==> src/rtl/multu_hilo_unit_if.sv <==
// Bus bundle between the ALU decode/hazard logic and the MULTU/HI-LO unit.
// The master drives the multiply request and read select; the slave returns status and HI/LO.
interface multu_hilo_unit_if #(
  parameter int WIDTH = 32
);
  logic             mult_we;
  logic [WIDTH-1:0] src_a;
  logic [WIDTH-1:0] src_b;
  logic             mf_hilo_sel;
  logic             mult_busy;
  logic             mult_done;
  logic [WIDTH-1:0] hilo_rd;
  logic [WIDTH-1:0] hi;
  logic [WIDTH-1:0] lo;

  modport master (
    output mult_we, src_a, src_b, mf_hilo_sel,
    input  mult_busy, mult_done, hilo_rd, hi, lo
  );

  modport slave (
    input  mult_we, src_a, src_b, mf_hilo_sel,
    output mult_busy, mult_done, hilo_rd, hi, lo
  );
endinterface

==> src/rtl/multu_hilo_unit.sv <==
// Radix-2 shift-add unsigned multiplier, one bit per cycle, owning the HI/LO pair.
// HI/LO change only on the final iteration, so older results stay readable mid-operation.
module multu_hilo_unit #(
  parameter int WIDTH = 32
) (
  input logic            clk,
  input logic            rst_n,
  multu_hilo_unit_if.slave bus
);
  localparam int CW = (WIDTH > 1) ? $clog2(WIDTH) : 1;
  localparam logic [0:0] IDLE = 1'b0;
  localparam logic [0:0] RUN  = 1'b1;
  localparam logic [CW-1:0] LAST_ITER = CW'(WIDTH - 1);

  logic [0:0]         state_r;
  logic [WIDTH-1:0]   mcand_r;
  logic [2*WIDTH-1:0] prod_r;
  logic [CW-1:0]      cnt_r;
  logic [WIDTH-1:0]   hi_r;
  logic [WIDTH-1:0]   lo_r;
  logic               done_r;

  logic [WIDTH:0]     addend_s;
  logic [WIDTH:0]     sum_s;
  logic [2*WIDTH-1:0] prod_nxt_s;
  logic               last_s;

  // One shift-add step; the sum keeps its carry bit so the shift is lossless.
  always_comb begin
    addend_s = {(WIDTH+1){1'b0}};
    if (prod_r[0]) begin
      addend_s = {1'b0, mcand_r};
    end else begin
      addend_s = {(WIDTH+1){1'b0}};
    end
    sum_s      = {1'b0, prod_r[2*WIDTH-1:WIDTH]} + addend_s;
    prod_nxt_s = {sum_s, prod_r[WIDTH-1:1]};
    last_s     = (cnt_r == LAST_ITER);
  end

  // Control FSM, datapath registers and architectural HI/LO.
  always_ff @(posedge clk or negedge rst_n) begin
    if (!rst_n) begin
      state_r <= IDLE;
      mcand_r <= {WIDTH{1'b0}};
      prod_r  <= {(2*WIDTH){1'b0}};
      cnt_r   <= {CW{1'b0}};
      hi_r    <= {WIDTH{1'b0}};
      lo_r    <= {WIDTH{1'b0}};
      done_r  <= 1'b0;
    end else begin
      case (state_r)
        IDLE: begin
          done_r <= 1'b0;
          if (bus.mult_we) begin
            mcand_r <= bus.src_a;
            prod_r  <= {{WIDTH{1'b0}}, bus.src_b};
            cnt_r   <= {CW{1'b0}};
            state_r <= RUN;
          end else begin
            state_r <= IDLE;
          end
        end
        RUN: begin
          prod_r <= prod_nxt_s;
          cnt_r  <= cnt_r + CW'(1);
          if (last_s) begin
            hi_r    <= prod_nxt_s[2*WIDTH-1:WIDTH];
            lo_r    <= prod_nxt_s[WIDTH-1:0];
            done_r  <= 1'b1;
            state_r <= IDLE;
          end else begin
            done_r  <= 1'b0;
            state_r <= RUN;
          end
        end
        default: begin
          state_r <= IDLE;
          done_r  <= 1'b0;
        end
      endcase
    end
  end

  assign bus.mult_busy = (state_r == RUN);
  assign bus.mult_done = done_r;
  assign bus.hi        = hi_r;
  assign bus.lo        = lo_r;
  assign bus.hilo_rd   = bus.mf_hilo_sel ? lo_r : hi_r;
endmodule
==> src/flat_wrapper.sv <==
// flat-port wrapper written by rule: the top's interface ports become plain ports
module multu_hilo_unit_flat 
#(
  parameter int WIDTH = 32
)
  (clk, rst_n, bus_mult_we, bus_src_a, bus_src_b, bus_mf_hilo_sel, bus_mult_busy, bus_mult_done, bus_hilo_rd, bus_hi, bus_lo);
  multu_hilo_unit_if #(.WIDTH(WIDTH)) bus_i ();
  input logic clk;
  input logic rst_n;
  input wire logic [$bits(bus_i.mult_we)-1:0] bus_mult_we;
  input wire logic [$bits(bus_i.src_a)-1:0] bus_src_a;
  input wire logic [$bits(bus_i.src_b)-1:0] bus_src_b;
  input wire logic [$bits(bus_i.mf_hilo_sel)-1:0] bus_mf_hilo_sel;
  output wire logic [$bits(bus_i.mult_busy)-1:0] bus_mult_busy;
  output wire logic [$bits(bus_i.mult_done)-1:0] bus_mult_done;
  output wire logic [$bits(bus_i.hilo_rd)-1:0] bus_hilo_rd;
  output wire logic [$bits(bus_i.hi)-1:0] bus_hi;
  output wire logic [$bits(bus_i.lo)-1:0] bus_lo;
  assign bus_i.mult_we = bus_mult_we;
  assign bus_i.src_a = bus_src_a;
  assign bus_i.src_b = bus_src_b;
  assign bus_i.mf_hilo_sel = bus_mf_hilo_sel;
  assign bus_mult_busy = bus_i.mult_busy;
  assign bus_mult_done = bus_i.mult_done;
  assign bus_hilo_rd = bus_i.hilo_rd;
  assign bus_hi = bus_i.hi;
  assign bus_lo = bus_i.lo;
  multu_hilo_unit #(.WIDTH(WIDTH)) u_core (.clk(clk), .rst_n(rst_n), .bus(bus_i));
endmodule
==> config.mk <==
export PLATFORM = sky130hd
export DESIGN_NAME = multu_hilo_unit_flat
export DESIGN_NICKNAME = d
export VERILOG_FILES = /design/src/rtl/multu_hilo_unit_if.sv /design/src/rtl/multu_hilo_unit.sv /design/src/flat_wrapper.sv
export SDC_FILE = /design/constraint.sdc
export NUM_CORES = 1
export LEC_CHECK = 0
export ABC_AREA = 1
export CORE_ASPECT_RATIO = 1.2
export CORE_MARGIN = 3
export CORE_UTILIZATION = 50
export CTS_CLUSTER_DIAMETER = 120
export DETAILED_ROUTE_END_ITERATION = 10
export PLACE_DENSITY = 0.76
export RECOVER_POWER = 50
export SYNTH_ARGS = -nofsm -noshare
export SYNTH_HDL_FRONTEND = slang
export SYNTH_SLANG_ARGS = --single-unit
==> constraint.sdc <==
create_clock -name clk -period 3.36 [get_ports clk]
set_input_delay 0.504 -clock clk [delete_from_list [all_inputs] [get_ports clk]]
set_output_delay 0.504 -clock clk [all_outputs]
set_load 0.02 [all_outputs]
==> impl_metrics.tcl <==
set metrics [dict create \
    yosysSeqAreaShare_pct 44.49 \
    vdd_drop_max_v 0.0004756 \
    pwr_density_cell_mw_per_mm2 947.5 \
    violations "capacitance limit, slew limit" \
    via_count 8510 \
    multiInputGateArea_mm2 0.004263 \
    m1WireLength_um 11730 \
    ioPinCount 166 \
    place_congestion 0.9177 \
    total_power_w 0.01121 \
    cp.arrival_ns 3.10 \
    endpoint_kind "register" \
    cellLeakagePower_nw 6.391 \
    cts-htree-levels 4 \
    avgSynthCellArea_um2 7.367 \
    synth_edf_count 0 \
    slew_violations 124 \
    dp_hpwl_um 18750 \
    synth_area_mm2 0.009393 \
    async_reset_ff_share_pct 100.0 \
    diodes 0 \
    status "finished, violations left" \
    synth_nets 1378 \
    die_h_um 156.1 \
    ys_ff_latch 167 \
    yosys.area.top_type "dfrtp_1" \
    grt_pass1_wl_um 42210 \
    drtPass1Iterations 5 \
    drt_iter0_drc 623 \
    ctsResizeCount 0 \
    ys_warn_count 0 \
    num_rows 54 \
    synthTopCellsByArea "dfrtp_1, nand2_1, inv_1, ha_1, o21ai_0" \
    post-route-min-period_ns 2.735 \
    ant_nets 0 \
    layout-drive-gt1-share_pct 5.613 \
    via_per_inst 5.021 \
    grt_pass1_vias 8417 \
    syn_inst 1275 \
    maxCapViolCount 2 \
    ys.flop_type "dfrtp_1" \
    required_ns 3.72 \
    critPathKind "register to register" \
    netlist.area_leader.share_pct 44.49 \
    wl_met2_um 12140 \
    tightest_slew_ns 2.107 \
    post-cts-setup-buffer-count 0 \
    io_buffers 165 \
    coreArea_mm2 0.01831 \
    drc_errors 0 \
    rsz0062_at_grt "false" \
    cts_buffer_depth 2 \
    layout_commonest_cell "nand2_1" \
    hold_class "register to register" \
    synth_cell_types 33 \
    tns_ns 0 \
    fmax_ghz 0.3656 \
    cts_tree "done" \
    wl_met3_um 1381 \
    die_area_mm2 0.02047 \
    highest_layer "met4" \
    n_fill_cell 1675 \
    cp_max_fo 38 \
    ff_latch_area_mm2 0.004179 \
    relSlewSlack_pct -40.49 \
    cts.sinks 167 \
    wl_per_cell_um 15.16 \
    postCtsHoldBufs 0 \
    antenna_found_initial 0 \
    layout_common_cells "nand2_1, inv_1, dfrtp_1" \
    start_kind "register" \
    start_util_pct 51.30 \
    clock-root-buffer "clkbuf_16" \
    syn2layout_area_growth_pct 25.95 \
    wl_um 25690 \
    numCtsBuffers 17 \
    finalHoldViolCount 0 \
    die_w_um 131.1 \
    skew_ns 0.01078 \
    path_clk_slew_ns 0.07 \
    finalSetupViolCount 0 \
    grt_start_max_net_pins 98 \
    grt_use_total_pct 25.47 \
    nets 1533 \
    clk_latency_ns 0.44 \
    grt-ovfl-total 0 \
    fin_crit_sh_pct 81.41 \
]
-- logic make-up after synthesis --
kind of cell / Yosys count / share of synthesized area (%)
AO/OA/AOI/OAI: 131 / 8.392
XOR/XNOR: 13 / 1.212
adder cells (fa/ha/maj): 35 / 4.742
buffers and inverters: 240 / 10.15
flip-flops: 167 / 44.49
multiplexers: 24 / 2.877
AND/OR/NAND/NOR: 665 / 28.13
-- layer usage --
| layer | up-vias | GRT usage [%] |
|---|---|---|
| met4 | 0 | 7.704 |
| met2 | 230 | 42.17 |
| met5 | - | 0 |
| met3 | 38 | 4.516 |
| met1 | 3960 | 34.65 |
| li1 | 4282 | - |
-- per-stage QoR --
step                      hold slack [ns]  worst slack, ns  instances  utilization [%]  instance area, µm²
final                              0.4864           0.6247       1695            64.61               11830
after global routing               0.5149           0.3957       1695            64.61               11830
after CTS                          0.1640           0.6948       1695            64.75               11860
after detailed placement           0.4652           0.6965       1663            61.57               11270
after global placement             0.4642           0.7069       1663            61.57               11270
after floorplan                    0.2084           0.9963       1275                -                9393
-- cell type report --
type,instances,share of cell area (%)
Tap cell,252,2.665
Clock inverter,14,1.290
Timing Repair Buffer,180,14.84
Sequential cell,167,35.33
Clock buffer,18,3.628
Inverter,196,6.219
Multi-Input combinational cell,868,36.03
-- cells in the mapped netlist (3+ instances only) --
| cell | count |
|---|---|
| ha_1 | 34 |
| nor2_1 | 46 |
| clkbuf_1 | 30 |
| xor2_1 | 3 |
| nand3b_1 | 3 |
| nand2_2 | 7 |
| inv_2 | 3 |
| o21ai_1 | 8 |
| buf_2 | 9 |
| nor3_1 | 5 |
| nand2_1 | 531 |
| a21oi_1 | 20 |
| mux2_2 | 24 |
| dfrtp_1 | 167 |
| xnor2_1 | 10 |
| o21bai_1 | 3 |
| o21ai_0 | 64 |
| a22oi_1 | 3 |
| nand4_1 | 4 |
| o221ai_1 | 27 |
| clkbuf_8 | 3 |
| nand3_1 | 63 |
| inv_1 | 193 |
-- worst max-delay path, stage by stage (launching register included) --
cell and delay [ns]:
dfrtp_1 0.64, nor2_1 0.23, clkbuf_1 1.48, a22oi_1 0.17, nand2_1 0.13
-- registers in the layout (all words and copies together), names as in the netlist --
signal,flops
u_core.bus.mult_busy,1
u_core.prod_r,64
u_core.bus.hi,32
u_core.bus.mult_done,1
u_core.bus.lo,32
u_core.mcand_r,32
u_core.cnt_r,5
-- where the power goes --
part           switching (W)  internal (W)
Sequential          0.000612       0.00294
Combinational        0.00347       0.00224
Clock               0.000951      0.000995
Total                0.00503       0.00618
-- path summary, 6_finish.rpt --
kind | startpoint | slack (ns) | to | cells after the start
max | u_core.bus.mult_busy$_DFF_PN0_ | 0.62 | u_core.prod_r[3]$_DFFE_PN0P_ | 4
min | u_core.mcand_r[22]$_DFFE_PN0P_ | 0.49 | u_core.mcand_r[22]$_DFFE_PN0P_ | 2
max reg2reg | u_core.bus.mult_busy$_DFF_PN0_ | 0.62 | u_core.prod_r[3]$_DFFE_PN0P_ | 4
min reg2reg | u_core.mcand_r[22]$_DFFE_PN0P_ | 0.49 | u_core.mcand_r[22]$_DFFE_PN0P_ | 2
max in group asynchronous | rst_n | 1.02 | u_core.prod_r[3]$_DFFE_PN0P_ | 2
min in group asynchronous | rst_n | 0.64 | u_core.mcand_r[27]$_DFFE_PN0P_ | 1
No activity file was read; power rests on OpenSTA's default activity.
